## src/rtl/add_burst_sequencer.sv

```systemverilog
// ---------------------------------------------------------------------------
// add_burst_sequencer
//
// Drives one adder test burst in the PLL clock domain. Issues N consecutive
// operand-RAM read addresses, then replays them LATENCY cycles later as the
// result-RAM write enable and address. Reports busy/done and the number of
// cycles spent in RUN+DRAIN to the control unit.
//
// Ports:
//   pll_clock  in   sole clock, rising edge
//   resetn     in   asynchronous active-low reset
//   start      in   one-cycle burst request, honoured only in IDLE or DONE
//   abort      in   level, forces a return to IDLE and flushes the write path
//   num_ops    in   burst length N (0..2^ADDR_WIDTH), captured on start
//   r_addr     out  operand-RAM read address (shared by A and B)
//   r_en       out  read address valid
//   w_addr     out  result-RAM write address
//   we         out  result-RAM write enable
//   busy       out  high in RUN or DRAIN
//   done       out  high in DONE
//   cycles     out  RUN+DRAIN cycle count of the last/current burst
// ---------------------------------------------------------------------------
module add_burst_sequencer #(
    parameter int ADDR_WIDTH = 11,
    parameter int LATENCY    = 5,
    parameter int CNT_WIDTH  = 32
) (
    input  logic                  pll_clock,
    input  logic                  resetn,
    input  logic                  start,
    input  logic                  abort,
    input  logic [ADDR_WIDTH:0]   num_ops,
    output logic [ADDR_WIDTH-1:0] r_addr,
    output logic                  r_en,
    output logic [ADDR_WIDTH-1:0] w_addr,
    output logic                  we,
    output logic                  busy,
    output logic                  done,
    output logic [CNT_WIDTH-1:0]  cycles
);

    typedef enum logic [1:0] {
        S_IDLE,
        S_RUN,
        S_DRAIN,
        S_DONE
    } state_t;

    localparam logic [ADDR_WIDTH-1:0] ADDR_ONE   = 1;
    localparam logic [ADDR_WIDTH:0]   OPS_ONE    = 1;
    localparam logic [ADDR_WIDTH:0]   OPS_ZERO   = '0;
    localparam logic [CNT_WIDTH-1:0]  CNT_ONE    = 1;
    localparam logic [4:0]            DRAIN_INIT = 5'(LATENCY - 1);
    localparam logic [4:0]            DRAIN_ONE  = 5'd1;

    state_t                  state_q, state_d;
    logic [ADDR_WIDTH:0]     num_q, num_d;
    logic [ADDR_WIDTH:0]     rd_cnt_q, rd_cnt_d;
    logic [4:0]              drain_q, drain_d;
    logic [ADDR_WIDTH-1:0]   r_addr_q, r_addr_d;
    logic                    r_en_q, r_en_d;
    logic                    busy_q, busy_d;
    logic                    done_q, done_d;
    logic [CNT_WIDTH-1:0]    cycles_q, cycles_d;

    // Write-path delay line: the last stage is the registered we/w_addr.
    logic [LATENCY-1:0]      dl_en_q, dl_en_d;
    logic [ADDR_WIDTH-1:0]   dl_addr_q [LATENCY];
    logic [ADDR_WIDTH-1:0]   dl_addr_d [LATENCY];

    always_comb begin
        state_d  = state_q;
        num_d    = num_q;
        rd_cnt_d = rd_cnt_q;
        drain_d  = drain_q;
        r_addr_d = r_addr_q;
        r_en_d   = r_en_q;
        busy_d   = busy_q;
        done_d   = done_q;
        cycles_d = busy_q ? cycles_q + CNT_ONE : cycles_q;

        dl_en_d[0]   = r_en_q;
        dl_addr_d[0] = r_addr_q;
        for (int i = 1; i < LATENCY; i++) begin
            dl_en_d[i]   = dl_en_q[i-1];
            dl_addr_d[i] = dl_addr_q[i-1];
        end

        if (abort) begin
            // Flush everything in flight; the cycle count is kept for readback.
            state_d  = S_IDLE;
            r_en_d   = 1'b0;
            busy_d   = 1'b0;
            done_d   = 1'b0;
            cycles_d = cycles_q;
            dl_en_d  = '0;
        end else begin
            case (state_q)
                S_IDLE, S_DONE: begin
                    // done is cleared on an accepted start and reasserted the
                    // cycle after DONE is entered, so an N=0 burst still shows
                    // a fresh done edge.
                    if (state_q == S_DONE) begin
                        done_d = 1'b1;
                    end
                    if (start) begin
                        num_d    = num_ops;
                        cycles_d = '0;
                        done_d   = 1'b0;
                        if (num_ops != OPS_ZERO) begin
                            state_d  = S_RUN;
                            r_en_d   = 1'b1;
                            r_addr_d = '0;
                            rd_cnt_d = OPS_ONE;
                            busy_d   = 1'b1;
                        end else begin
                            state_d = S_DONE;
                        end
                    end
                end
                S_RUN: begin
                    // r_addr advances after the final read too, so a full-RAM
                    // burst wraps to 0 only once r_en is already low.
                    r_addr_d = r_addr_q + ADDR_ONE;
                    if (rd_cnt_q == num_q) begin
                        state_d = S_DRAIN;
                        r_en_d  = 1'b0;
                        drain_d = DRAIN_INIT;
                    end else begin
                        rd_cnt_d = rd_cnt_q + OPS_ONE;
                    end
                end
                S_DRAIN: begin
                    // The delay line empties exactly LATENCY cycles after the
                    // last read, which is when the final write is on the port.
                    if (drain_q == '0) begin
                        state_d = S_DONE;
                        busy_d  = 1'b0;
                        done_d  = 1'b1;
                    end else begin
                        drain_d = drain_q - DRAIN_ONE;
                    end
                end
                default: begin
                    state_d = S_IDLE;
                end
            endcase
        end
    end

    always_ff @(posedge pll_clock or negedge resetn) begin
        if (!resetn) begin
            state_q  <= S_IDLE;
            num_q    <= '0;
            rd_cnt_q <= '0;
            drain_q  <= '0;
            r_addr_q <= '0;
            r_en_q   <= 1'b0;
            busy_q   <= 1'b0;
            done_q   <= 1'b0;
            cycles_q <= '0;
            dl_en_q  <= '0;
            for (int i = 0; i < LATENCY; i++) begin
                dl_addr_q[i] <= '0;
            end
        end else begin
            state_q  <= state_d;
            num_q    <= num_d;
            rd_cnt_q <= rd_cnt_d;
            drain_q  <= drain_d;
            r_addr_q <= r_addr_d;
            r_en_q   <= r_en_d;
            busy_q   <= busy_d;
            done_q   <= done_d;
            cycles_q <= cycles_d;
            dl_en_q  <= dl_en_d;
            for (int i = 0; i < LATENCY; i++) begin
                dl_addr_q[i] <= dl_addr_d[i];
            end
        end
    end

    assign r_addr = r_addr_q;
    assign r_en   = r_en_q;
    assign w_addr = dl_addr_q[LATENCY-1];
    assign we     = dl_en_q[LATENCY-1];
    assign busy   = busy_q;
    assign done   = done_q;
    assign cycles = cycles_q;

endmodule

```

## config.mk

```make
export PLATFORM = sky130hd
export DESIGN_NAME = add_burst_sequencer
export DESIGN_NICKNAME = d
export VERILOG_FILES = /design/src/rtl/add_burst_sequencer.sv
export SDC_FILE = /design/constraint.sdc
export NUM_CORES = 1
export LEC_CHECK = 0
export CORE_UTILIZATION = 40
export DETAILED_ROUTE_END_ITERATION = 10
export PLACE_DENSITY = 0.62
export RECOVER_POWER = 50
export SLEW_MARGIN = 10
export SYNTH_ARGS = -nofsm -noshare
export SYNTH_HDL_FRONTEND = slang
export SYNTH_SLANG_ARGS = --single-unit
```

## constraint.sdc

```tcl
create_clock -name pll_clock -period 4.4 [get_ports pll_clock]
set_clock_uncertainty 0.2 [all_clocks]
set_input_delay 0.44 -clock pll_clock [delete_from_list [all_inputs] [get_ports pll_clock]]
set_output_delay 0.44 -clock pll_clock [all_outputs]
set_load 0.03 [all_outputs]
```

Yosys cells after proc, flatten, opt, wreduce, memory -nomap -nowiden
Index checks and enable logic that the tools add are counted.

$add $sub $neg: 4. Equal/unequal tests: 14. Muxes and demuxes: 33. Reduce and logical (&&, ||, !) cells: 16. Bitwise gates (word level): 1.

Operators with widths (count): 2-to-1 mux 32 bit (3); 2-to-1 mux 12 bit (3); adder 32 x 1 -> 32 bit, second input constant (1); one-hot mux 12 bit (2 select lines) (1); 2-to-1 mux 11 bit (2); one-hot mux 11 bit (2 select lines) (1); AND reduction 4 bit (4); 2-to-1 mux 5 bit (3); adder 12 x 1 -> 12 bit, second input constant (1); equality test 12 bit (1); inequality test 3 bit, second input constant (4); nonzero test 12 bit (1); adder 11 x 1 -> 11 bit, second input constant (1); 2-to-1 mux 1 bit (10); 2-to-1 mux 2 bit (5); inequality test 2 bit, second input constant (5); one-hot mux 5 bit (2 select lines) (1); AND reduction 3 bit (3); one-hot mux 1 bit (2 select lines) (3); one-hot mux 2 bit (3 select lines) (1); nonzero test 3 bit (2); zero test 5 bit (1); AND reduction 5 bit (1); subtractor 5 x 1 -> 5 bit, second input constant (1); 7 further kinds (9).

Register bits after elaboration: 137. Input bits: 16. Logic and storage cells: 83.

Longest topological paths before layout
Depth in word-level cells: 5. Mapped depth: 11. Mapped depth without buffers: 7.

Least setup slack after synthesis
Ideal clock, no wire load.

Path kind: register -> register. Start: register state_q[0]. End: register rd_cnt_q[7]. Clock period less this slack: 2.629 ns. Stages on the path, launching flop included: 11. Buffers on the path: 3. Data required time: 4.118 ns. Setup slack: 1.771 ns. Data arrival time: 2.347 ns. Setup time: 0.082 ns. Cell sequence: dfrtp_1 inv_1 ha_1 buf_6 or3b_1 buf_6 a31oi_4 nor2_2 buf_6 or4_1 a21oi_1.

Cells in the longest elaborated chain, start to end: 4. Elaborated cells on any way between the ends: 10.

Ends and longest elaborated chain: start: declaration (RTL line 56) `state_t state_q, state_d;`; start signal: assignment (RTL line 167) `state_q <= state_d;`; equality test 2 bit or zero test 2 bit (tied branches) (RTL line 98) `case (state_q)`; OR reduction 2 bit (RTL line 98); inequality test 2 bit (no line) or nonzero test 2 bit (tied branches); AND reduction 5 bit (no line); end signal: assignment (RTL line 169) `rd_cnt_q <= rd_cnt_d;`; end: declaration (RTL line 58) `logic [ADDR_WIDTH:0] rd_cnt_q, rd_cnt_d;`.

Parallel ways exist; a longest one is shown, timed or not. A chain may end at the register's enable or synchronous reset.

Worst setup path in the final report
Start: input port abort. End: register rd_cnt_q[11].

Cells in the longest elaborated chain, start to end: 2.

Ends and longest elaborated chain: start: declaration (RTL line 31) `input logic abort,`; NOT 1 bit (no line); AND reduction 5 bit (no line).

Every way passes these cells.

==> qor.yml <==
sta:
  setup_violations: 0
  slew_headroom_pct: -78.1
  clock.fmax_mhz: 304
  finalSetupTns_ns: 0
  finalHoldViolCount: 0
  holdWs_ns: 0.145
  tightest_slew_ns: 2.67
  fin_crit_ns: 3.29
  grt_setup_unrepaired: "false"
  finalCritPeriodShare_pct: 74.7
  slew_violations: 109
die:
  die_y_um: 122
  start_util_pct: 41.4
  die_w_um: 122
  io_pins: 74
  die_area_um2: 15000
  rows: 43
  core_um2: 14000
final_layout:
  regArea_um2: 3430
  diodes: 0
  multi_input_area_um2: 2120
  drive_gt1_share_pct: 7.14
  final_util_pct: 51.5
  synthToLayoutAreaGrowth_pct: 24.4
  fin_nets: 614
  fillers: 1233
synth:
  synth-seq-area-share_pct: 59.2
  synth_cells: 528
  synth_nets: 551
  yosysTopAreaCell: "dfrtp_1"
  synth_top_family_by_area: "simple AND/OR/NAND/NOR gates"
  yosysMostFrequentCell: "dfrtp_1"
  synth.area.mux_share_pct: 1.21
  synth.avg_cell_area_um2: 11.0
  yosys.cell_types.count: 46
  synthAdderAreaFrac_pct: 1.51
  synth_seq_cells: 137
  synthSimpleGateAreaFrac_pct: 19.3
  synthTopCellsByCount: "dfrtp_1, nand2_1, nor2_1, xnor2_1"
  ys_async_sr_fraction_pct: 100
  yosysWarnings: 0
  yosys.area.top_type_share_pct: 59.2
  ys_top_cells_by_area: "dfrtp_1, xnor2_1, nand2_1"
  synth_compound_area_share_pct: 8.03
  synth_flop_cell: "dfrtp_1"
  synthXorXnorAreaFrac_pct: 6.50
  syn_area_um2: 5800
  synth_enable_flop_cells: 0
routing:
  vias_per_cell: 5.23
  drt-initial-drc-count: 228
  route.detailed.drc: 0
  wl_mm: 11.5
  vias: 4089
  ant_nets: 0
  wl_per_cell_um: 14.7
  firstDrtPassIters: 4
setup_path:
  crit_required_ns: 4.50
  arrival_ns: 3.39
  cp-start-kind: "primary input"
  reg2reg_to: "rd_cnt_q[11]"
  critical_path_class: "primary input to flip-flop"
  r2r_slack_ns: 1.19
  reg2reg_depth: 7
  cp_max_fo: 22
  timing.rr.start: "state_q[0]"
  cp-end-kind: "flip-flop"
min_path:
  whs_path_depth: 0
  hold_end: "w_addr[0]"
  hold_start: "dl_addr_d[0]"
  hold_path.class: "flip-flop to flip-flop"
cts:
  cts_tree: "yes"
  cts_resized: 0
  cts_root_buf: "clkbuf_16"
  cts_max_path_buffers: 2
  post-cts-setup-buffers: 0
  cts_sinks: 137
  clkTransAtPathRegs_ns: 0.05
  ctsHoldBuffers: 0
  clock_latency_ns: 0.42
  cts_made_buffers: 17
  htree_levels: 4
grt:
  grt_max_degree: 109
  first_global_vias: 4113
  grt_overflow: 0
  grt_use_total_pct: 16.8
  grt_pass1_wl_mm: 19.4
  antenna_found_initial: 0
pwr:
  ir_worst_vdd_mv: 0.243
  total_power_mw: 3.90
  cellPowerDensity_nw_per_um2: 541
  p_leak_nw: 3.13
run_status:
  violations: "capacitance limit, slew limit"
  outcome: "finished with violations"
placed_design:
  io_buffers: 73
  place_congestion: 0.810
  dp_hpwl_mm: 7.59
job:
  maxCapViolCount: 1
[power breakdown]
group          internal (mW)  switching (mW)  leakage [nW]  total (mW)
logic                  0.346           0.519         0.977       0.865
clock network          0.918           0.517         0.297        1.44
registers               1.45           0.152          1.86        1.60
[stage by stage]
step	setup WS (ns)	instance area [µm²]	std cells
global route	0.977	7210	782
finish	1.11	7210	782
CTS	1.20	7220	782
floorplan	1.77	5800	528
global placement	1.08	6620	752
detailed placement	1.03	6620	752
[layout by cell type, fill, tap and decap left out, types with 11 or more instances in the layout]
cell type,Yosys,layout
nor4_1,15,15
xor2_1,11,11
o21ai_0,16,16
clkbuf_16,0,17
nor2_1,41,41
clkdlybuf4s50_1,0,71
nand2_1,63,63
inv_1,14,14
a21oi_1,19,19
dfrtp_1,137,137
nand3_1,17,17
nand4_1,15,15
xnor2_1,32,32
[per-layer routing]
layer  share of wire, %  vias to the layer above  routed length [µm]  track usage (%)
li1                   -                     1967                   -                -
met1                 45                     2017                5220             20.6
met2                 49                       89                5680             27.8
met3                3.8                       16                 439             4.97
met4                1.4                        0                 165             6.48
met5                  0                        -                   0                0
[final cells by class]
cell class / count / area share, %
Multi-Input combinational cell: 342 / 29.4
Clock buffer: 20 / 6.34
Inverter: 14 / 0.729
Sequential cell: 137 / 47.6
Clock inverter: 10 / 2.00
Timing Repair Buffer: 79 / 10.8
Tap cell: 180 / 3.12
[registers in the layout, indices dropped and copies added (netlist names)]
register / flops
r_en: 1
w_addr: 11
busy: 1
state_q: 2
r_addr: 11
num_q: 12
done: 1
rd_cnt_q: 12
dl_en_q: 5
cycles: 32
dl_addr_d: 44
drain_q: 5
[logic make-up after synthesis]
logic type | count (synthesis)
AO/OA/AOI/OAI | 70
XOR/XNOR | 43
adder cells (fa/ha/maj) | 7
buffers and inverters | 49
flip-flops | 137
multiplexers | 7
AND/OR/NAND/NOR | 215
[worst max-delay path: stages]
cell	delay [ns]
dlygate4sd3_1	0.53
clkbuf_1	0.31
or3b_1	0.75
a31oi_4	0.41
nor2_2	0.23
or4_1	0.56
mux2i_1	0.13
[worst max path at each step]
stage / endpoint / depth (start not counted) / startpoint
after floorplan: rd_cnt_q[7] / 10 / state_q[0]
after global placement: rd_cnt_q[11] / 7 / abort
after detailed placement: rd_cnt_q[11] / 7 / abort
after CTS: rd_cnt_q[11] / 7 / state_q[0]
after global routing: rd_cnt_q[11] / 7 / abort
final: rd_cnt_q[11] / 7 / abort
No activity file was read; power rests on OpenSTA's default activity.
